### config.mk
export PLATFORM = sky130hd
export DESIGN_NAME = sos_sequencer
export DESIGN_NICKNAME = d
export VERILOG_FILES = /design/src/rtl/sos_sequencer.sv
export SDC_FILE = /design/constraint.sdc
export NUM_CORES = 1
export LEC_CHECK = 0
export CAP_MARGIN = 15
export CORE_MARGIN = 2
export CORE_UTILIZATION = 40
export CTS_BUF_LIST = sky130_fd_sc_hd__clkbuf_4
export DETAILED_ROUTE_END_ITERATION = 10
export PLACE_DENSITY = 0.68
export SYNTH_ARGS = -nofsm -noshare
export SYNTH_HDL_FRONTEND = slang
export SYNTH_SLANG_ARGS = --single-unit
### constraint.sdc
create_clock -name CLK -period 3.4 [get_ports CLK]
set_input_delay 0.34 -clock CLK [delete_from_list [all_inputs] [get_ports CLK]]
set_output_delay 0.34 -clock CLK [all_outputs]
set_load 0.01 [all_outputs]
### src/rtl/sos_sequencer.sv
`default_nettype none
// ============================================================================
//  Module      : sos_sequencer
//  Description : Upstream controller for the S/O letter generators. A rising
//                edge on Trig plays REPEAT words of "S O S". Each generator's
//                Start_Sig is held high until that generator's Done_Sig, with
//                timed letter and word gaps between them. Done_Sig pulses once
//                after the last S of the last word.
//  Revision    : 1.0  initial release
// ============================================================================
module sos_sequencer #(
    parameter logic [15:0] T1MS          = 16'd49_999,
    parameter logic [9:0]  LETTER_GAP_MS = 10'd150,
    parameter logic [9:0]  WORD_GAP_MS   = 10'd350,
    parameter logic [3:0]  REPEAT        = 4'd3
) (
    input  logic CLK,
    input  logic RSTn,
    input  logic Trig,
    input  logic S_Done_Sig,
    input  logic O_Done_Sig,
    output logic S_Start_Sig,
    output logic O_Start_Sig,
    output logic Busy,
    output logic Done_Sig
);

    typedef enum logic [2:0] {
        ST_IDLE = 3'd0,
        ST_S1   = 3'd1,
        ST_G1   = 3'd2,
        ST_O    = 3'd3,
        ST_G2   = 3'd4,
        ST_S2   = 3'd5,
        ST_WG   = 3'd6,
        ST_FIN  = 3'd7
    } state_t;

    // A REPEAT of zero still plays one word.
    localparam logic [3:0] c_word_load   = (REPEAT == 4'd0) ? 4'd1 : REPEAT;
    // The gap ends on the ms tick where the ms count reaches gap-1.
    localparam logic [9:0] c_letter_last = LETTER_GAP_MS - 10'd1;
    localparam logic [9:0] c_word_last   = WORD_GAP_MS - 10'd1;

    state_t       r_state;
    state_t       w_state_nxt;
    logic         r_trig_d;
    logic [15:0]  r_count1;
    logic [15:0]  w_count1_nxt;
    logic [9:0]   r_count_ms;
    logic [9:0]   w_count_ms_nxt;
    logic [3:0]   r_word_cnt;
    logic [3:0]   w_word_cnt_nxt;
    logic         r_s_start;
    logic         w_s_start_nxt;
    logic         r_o_start;
    logic         w_o_start_nxt;
    logic         r_busy;
    logic         w_busy_nxt;
    logic         r_done;
    logic         w_done_nxt;

    logic         w_rise;
    logic         w_in_gap;
    logic         w_tick;
    logic [9:0]   w_gap_last;
    logic         w_gap_end;

    // Trigger edge detect and gap-timer decode.
    always_comb begin
        w_rise     = Trig & ~r_trig_d;
        w_in_gap   = (r_state == ST_G1) || (r_state == ST_G2) || (r_state == ST_WG);
        w_tick     = w_in_gap && (r_count1 == T1MS);
        w_gap_last = (r_state == ST_WG) ? c_word_last : c_letter_last;
        w_gap_end  = w_tick && (r_count_ms == w_gap_last);
    end

    // Gap timer: the 1 ms prescaler wraps into the ms counter; both are
    // zero outside the gap states so each gap starts from a clean count.
    always_comb begin
        w_count1_nxt   = 16'd0;
        w_count_ms_nxt = 10'd0;
        if (w_in_gap) begin
            if (w_tick) begin
                w_count1_nxt   = 16'd0;
                w_count_ms_nxt = w_gap_end ? 10'd0 : (r_count_ms + 10'd1);
            end else begin
                w_count1_nxt   = r_count1 + 16'd1;
                w_count_ms_nxt = r_count_ms;
            end
        end
    end

    // Next-state and next-output logic; every output is registered so a
    // Start_Sig only rises on the edge that enters its letter state.
    always_comb begin
        w_state_nxt    = r_state;
        w_word_cnt_nxt = r_word_cnt;
        w_s_start_nxt  = r_s_start;
        w_o_start_nxt  = r_o_start;
        w_busy_nxt     = r_busy;
        w_done_nxt     = 1'b0;
        case (r_state)
            ST_IDLE: begin
                w_s_start_nxt = 1'b0;
                w_o_start_nxt = 1'b0;
                w_busy_nxt    = 1'b0;
                if (w_rise) begin
                    w_state_nxt    = ST_S1;
                    w_word_cnt_nxt = c_word_load;
                    w_s_start_nxt  = 1'b1;
                    w_busy_nxt     = 1'b1;
                end
            end
            ST_S1: begin
                if (S_Done_Sig) begin
                    w_state_nxt   = ST_G1;
                    w_s_start_nxt = 1'b0;
                end
            end
            ST_G1: begin
                if (w_gap_end) begin
                    w_state_nxt   = ST_O;
                    w_o_start_nxt = 1'b1;
                end
            end
            ST_O: begin
                if (O_Done_Sig) begin
                    w_state_nxt   = ST_G2;
                    w_o_start_nxt = 1'b0;
                end
            end
            ST_G2: begin
                if (w_gap_end) begin
                    w_state_nxt   = ST_S2;
                    w_s_start_nxt = 1'b1;
                end
            end
            ST_S2: begin
                if (S_Done_Sig) begin
                    w_s_start_nxt = 1'b0;
                    if (r_word_cnt == 4'd1) begin
                        // Last word: no trailing word gap, finish directly.
                        w_state_nxt = ST_FIN;
                        w_busy_nxt  = 1'b0;
                        w_done_nxt  = 1'b1;
                    end else begin
                        w_state_nxt    = ST_WG;
                        w_word_cnt_nxt = r_word_cnt - 4'd1;
                    end
                end
            end
            ST_WG: begin
                if (w_gap_end) begin
                    w_state_nxt   = ST_S1;
                    w_s_start_nxt = 1'b1;
                end
            end
            ST_FIN: begin
                w_state_nxt   = ST_IDLE;
                w_s_start_nxt = 1'b0;
                w_o_start_nxt = 1'b0;
                w_busy_nxt    = 1'b0;
            end
            default: begin
                w_state_nxt    = ST_IDLE;
                w_word_cnt_nxt = 4'd0;
                w_s_start_nxt  = 1'b0;
                w_o_start_nxt  = 1'b0;
                w_busy_nxt     = 1'b0;
            end
        endcase
    end

    // State, counter and output registers; Trig_d resets high so a Trig
    // already high at reset release is not taken as an edge.
    always_ff @(posedge CLK or negedge RSTn) begin
        if (!RSTn) begin
            r_state    <= ST_IDLE;
            r_trig_d   <= 1'b1;
            r_count1   <= 16'd0;
            r_count_ms <= 10'd0;
            r_word_cnt <= 4'd0;
            r_s_start  <= 1'b0;
            r_o_start  <= 1'b0;
            r_busy     <= 1'b0;
            r_done     <= 1'b0;
        end else begin
            r_state    <= w_state_nxt;
            r_trig_d   <= Trig;
            r_count1   <= w_count1_nxt;
            r_count_ms <= w_count_ms_nxt;
            r_word_cnt <= w_word_cnt_nxt;
            r_s_start  <= w_s_start_nxt;
            r_o_start  <= w_o_start_nxt;
            r_busy     <= w_busy_nxt;
            r_done     <= w_done_nxt;
        end
    end

    assign S_Start_Sig = r_s_start;
    assign O_Start_Sig = r_o_start;
    assign Busy        = r_busy;
    assign Done_Sig    = r_done;

endmodule
`default_nettype wire

Yosys cells after proc, flatten, opt, wreduce, memory -nomap -nowiden
Index checks and enable logic that the tools add are counted.
W data, S select, Z words.
Cells by class
  add/sub/neg operators: 3
  multipliers: 0
  div/mod/pow operators: 0
  magnitude comparators: 0
  equal/unequal tests: 22
  shifts and indexed selects: 0
  muxes and demuxes: 31
  bitwise gates (word level): 2
  reduce and logical (&&, ||, !) cells: 17
Operators with widths (count)
  $mux W16: 2
  $mux W10: 3
  $pmux W3 S8: 1
  $mux W3: 7
  $ne A2 B2 Y1 const B: 9
  $add A16 B1 Y16 const B: 1
  $eq A16 B16 Y1 const B: 1
  $eq A3 B3 Y1 const B: 4
  $mux W4: 3
  $add A10 B1 Y10 const B: 1
  $eq A10 B9 Y1: 1
  $mux W1: 10
  $mux W9: 1
  $reduce_and A3 Y1: 3
  $pmux W4 S2: 1
  $reduce_and A7 Y1: 1
  $eq A3 B2 Y1 const B: 2
  $ne A2 B1 Y1 const B: 3
  $pmux W1 S3: 2
  $reduce_bool A3 Y1: 2
  $reduce_or A2 Y1: 3
  $eq A4 B1 Y1 const B: 1
  $pmux W1 S4: 1
  $reduce_and A4 Y1: 1
  9 further kinds: 11
Word-level totals
  flip-flop bits (word level): 38
  bits in latches: 0
  RAM bits: 0
  ROM bits: 0
  input port bits: 5
  output and inout port bits: 4
  word-level logic and storage cells: 84
  memories kept: 0

Logic depth before layout (Yosys ltp)
  depth in word-level cells: 8
  mapped depth: 8

Least setup slack after synthesis
No wires, ideal clock.
  path kind: register to register
  start point: register r_count_ms[1]
  end point: register r_state[2]
  library setup time: 0.122 ns
  arrival: 1.626 ns
  slack: 1.652 ns
  stages on the path, launching flop included: 8
  path buffers: 0
  clock period less this slack: 1.748 ns
  path through: dfrtp_1 > inv_1 > ha_1 > nand3_1 > or4_4 > or3_4 > a21oi_1 > o21ai_1
On the way
  cells in the longest elaborated chain, start to end: 4
  elaborated cells between the ends (all ways): 6
RTL lines
  from (decl): line 50  | logic [9:0] r_count_ms;
  from (signal assigned): line 192  | r_count_ms <= w_count_ms_nxt;
  $eq A10 B9 Y1 (*): line 75  | w_gap_end = w_tick && (r_count_ms == w_gap_last);
  $logic_and A1 B1 Y1 (*): line 75
  $ne A2 B2 Y1 (no line)
  $reduce_and A7 Y1 (no line) (*)
  to (signal assigned): line 189  | r_state <= w_state_nxt;
  to (decl): line 45  | state_t r_state;
Every way passes the cells marked *; elsewhere a longest branch is shown, timed or not.
A chain may end at the register's enable or synchronous reset.

Final worst setup path
  start point: register r_count_ms[1]
  end point: register r_count_ms[1]
On the way
  cells in the longest elaborated chain, start to end: 5
  elaborated cells between the ends (all ways): 6
RTL lines
  branches (longest 2 deep; another with $add A10 B1 Y10)
  $mux W10 (*): line 86  | w_count_ms_nxt = w_gap_end ? 10'd0 : (r_count_ms + 10'd1);
  $mux W10 (*): line 84  | if (w_tick) begin
  $mux W10 (*): line 83  | if (w_in_gap) begin
Every way passes the cells marked *. The select of a mux whose other input is x is not followed.

==> flow_summary.ini <==
[placed_design]
post_dp_cell_area_um2 = 2140
hpwl_um = 2420
gp_congestion = 0.817
place_inst = 275
pre_cts_slack_ns = 1.35
portBuffers = 8

[cts]
clk_pin_slew_ns = 0.11
clockRootBuffer = clkbuf_4
numCtsBuffers = 5
ctsResizeCount = 0
cts_setup_buffers = 0
cts_tree = done
clockBufferDepth = 2
holdBufCountCts = 0
clock_latency_ns = 0.35
clock_sinks = 38
htreeDepth = 2

[floorplanning]
pin_count = 9
fp.dieH_um = 75.1
placementRows = 25
start_util = 0.422
die_w_um = 75.1
core_area_um2 = 4790
die-area_um2 = 5640

[logic_synthesis]
yosysMostFrequentCell = dfrtp_1
synthTopCellsByCount = dfrtp_1 (37), nand2_1 (23), nor2_1 (22), nand3_1 (18)
post-synth-top-area-cell = dfrtp_1
postSynthAreaPerCell_um2 = 9.81
yosysUniqueCellTypes = 47
syn_inst = 206
synth_top_area_frac = 0.458
netlist_area_um2 = 2020
ys_warn_count = 0
synth_edf_count = 0
syn_nets = 216
async_flop_share = 1.00
ys.flop_type = dfrtp_1
yosysSeqAreaShare = 0.471
ys_ff_latch = 38
yosys-top-cells-area = dfrtp_1 (46%), nand3_1 (4.5%), nand2_1 (4.3%)

[final_layout]
area_growth_pct = 9.97
multi_input_area_um2 = 1010
fin_area_um2 = 2220
register_area_um2 = 952
fill_cells = 454
stdcell_count = 283
antenna_cells = 0
final_core_util = 0.464
layout.nets = 225
layout-drive-gt1-share = 0.106

[sta]
holdWs_ns = 0.0724
rsz0062_at_grt = false
maxSlewHeadroom = 0.455
maxSlewViolCount = 0
fin_crit_ns = 2.07
finalCritPeriodShare = 0.610
skew_ns = 0.00901
fin_setup_tns_ns = 0
fin_ws_ns = 1.33
clock.fmax_mhz = 482
hold_viol_final = 0
setup_viol = 0
worst_slew_pin_slew_ns = 0.818

[routing]
vias = 1469
drc = 0
avgViaCountPerCell = 5.19
ant_nets = 0
first_pass_iters = 4
drt_iter0_drc = 114
wl_um = 3540
wl_per_cell_um = 12.5

[power]
leakage_nw = 0.939
vdd_drop_max_v = 0.000315
power_mw = 1.28
p_per_area_nw_per_um2 = 574

[critical_path]
cp_slowest_cell = dfrtp_1
reg2reg_slack_ns = 1.33
reg2reg_depth = 7
max_stage_delay_ns = 0.43
crit_chain = inv_1 -> ha_1 -> nand3_1 -> or4_4 -> o21ai_2 -> or2_1 -> o22ai_1
r2r-end = r_count_ms[1]
end_kind = flop
cp_data_required_time_ns = 3.61
path_buf_inv = 1
crit_path_max_fanout = 10
cp_top_family = simple AND/OR/NAND/NOR gates
cp.arrival_ns = 2.28
crit_path_start_kind = flop
r2r-start = r_count_ms[1]
path_class = flop to flop

[global_routing]
overflow = 0
grt_max_degree = 39
grt_pass1_vias = 1338
grt_use_total = 0.146
grt_pass1_wl_um = 6180
grt_antenna_before_repair = 0

[job]
cap_violations = 0

[run_status]
outcome = finished clean

[worst_hold_path]
hp-class = input port to asynchronous set/reset pin
==> worst reg2reg max path: stages, from the launching register on <==
cell     delay [ns]
dfrtp_1        0.43
inv_1          0.10
ha_1           0.15
nand3_1        0.07
or4_4          0.43
o21ai_2        0.22
or2_1          0.39
o22ai_1        0.16
==> cells by family (layout without fill, tap and decap cells) <==
logic type | count (synthesis) | in the layout | share of synthesized area
buffers and inverters | 12 | 22 | 0.0310
DFF | 38 | 38 | 0.471
adders and majority gates | 5 | 5 | 0.0310
xor gates and xnor gates | 16 | 16 | 0.0694
and+or+nand+nor | 99 | 99 | 0.255
AOI/OAI and AO/OA | 33 | 33 | 0.127
muxes | 3 | 3 | 0.0161
==> area by class of cell <==
| type | count | share of cell area |
|---|---|---|
| tap | 67 | 0.0377 |
| timing repair buffer | 8 | 0.0338 |
| multi-input combinational | 156 | 0.453 |
| sequential | 38 | 0.428 |
| clock inverter | 1 | 0.0135 |
| inverter | 6 | 0.0101 |
| clock buffer | 7 | 0.0236 |
==> cell usage in the layout (no fill, tap or decap), types with 2 or more instances in the layout <==
master / instances
ha_1: 5
o31ai_2: 3
mux2_2: 2
nor2_1: 22
o2bb2a_1: 5
clkbuf_4: 7
xnor2_1: 7
inv_1: 6
nand2b_1: 2
and3_1: 9
nor3b_1: 3
nand4_1: 3
o211ai_1: 6
dfrtp_1: 37
nand3_1: 18
o21ai_0: 5
o31ai_1: 5
a31oi_1: 2
nor3_1: 4
xor2_1: 9
nand2_1: 23
clkdlybuf4s50_1: 7
a21oi_1: 2
==> power breakdown <==
part	leakage [nW]	total (mW)	internal [mW]	switching, mW
Sequential	0.508	0.617	0.518	0.0985
Combinational	0.385	0.340	0.130	0.210
Clock	0.0463	0.319	0.172	0.147
==> sequential cells by signal (all words and copies together) (netlist names) <==
register     flops
Busy             1
r_count1        16
S_Start_Sig      1
O_Start_Sig      1
Done_Sig         1
r_word_cnt       4
r_trig_d         1
r_state          3
r_count_ms      10
==> worst max path at each step <==
stage	start	end	slack, ns	cells past startpoint
finish	r_count_ms[1]	r_count_ms[1]	1.33	7
floorplan	r_count_ms[1]	r_state[2]	1.65	7
detailed placement	r_count_ms[1]	r_count_ms[2]	1.35	7
CTS	r_count_ms[1]	r_count_ms[2]	1.31	7
global placement	r_count_ms[1]	r_count_ms[2]	1.40	7
global route	r_count_ms[1]	r_count_ms[2]	1.15	7
==> metal layers <==
| layer | vias to the layer above | wire (um) | global-route usage |
|---|---|---|---|
| met5 | - | 0 | 0 |
| li1 | 748 | - | - |
| met4 | 0 | 65 | 0.0694 |
| met1 | 692 | 1770 | 0.194 |
| met3 | 5 | 138 | 0.0522 |
| met2 | 24 | 1560 | 0.212 |
Note: power is estimated with default switching activity, not from simulation.
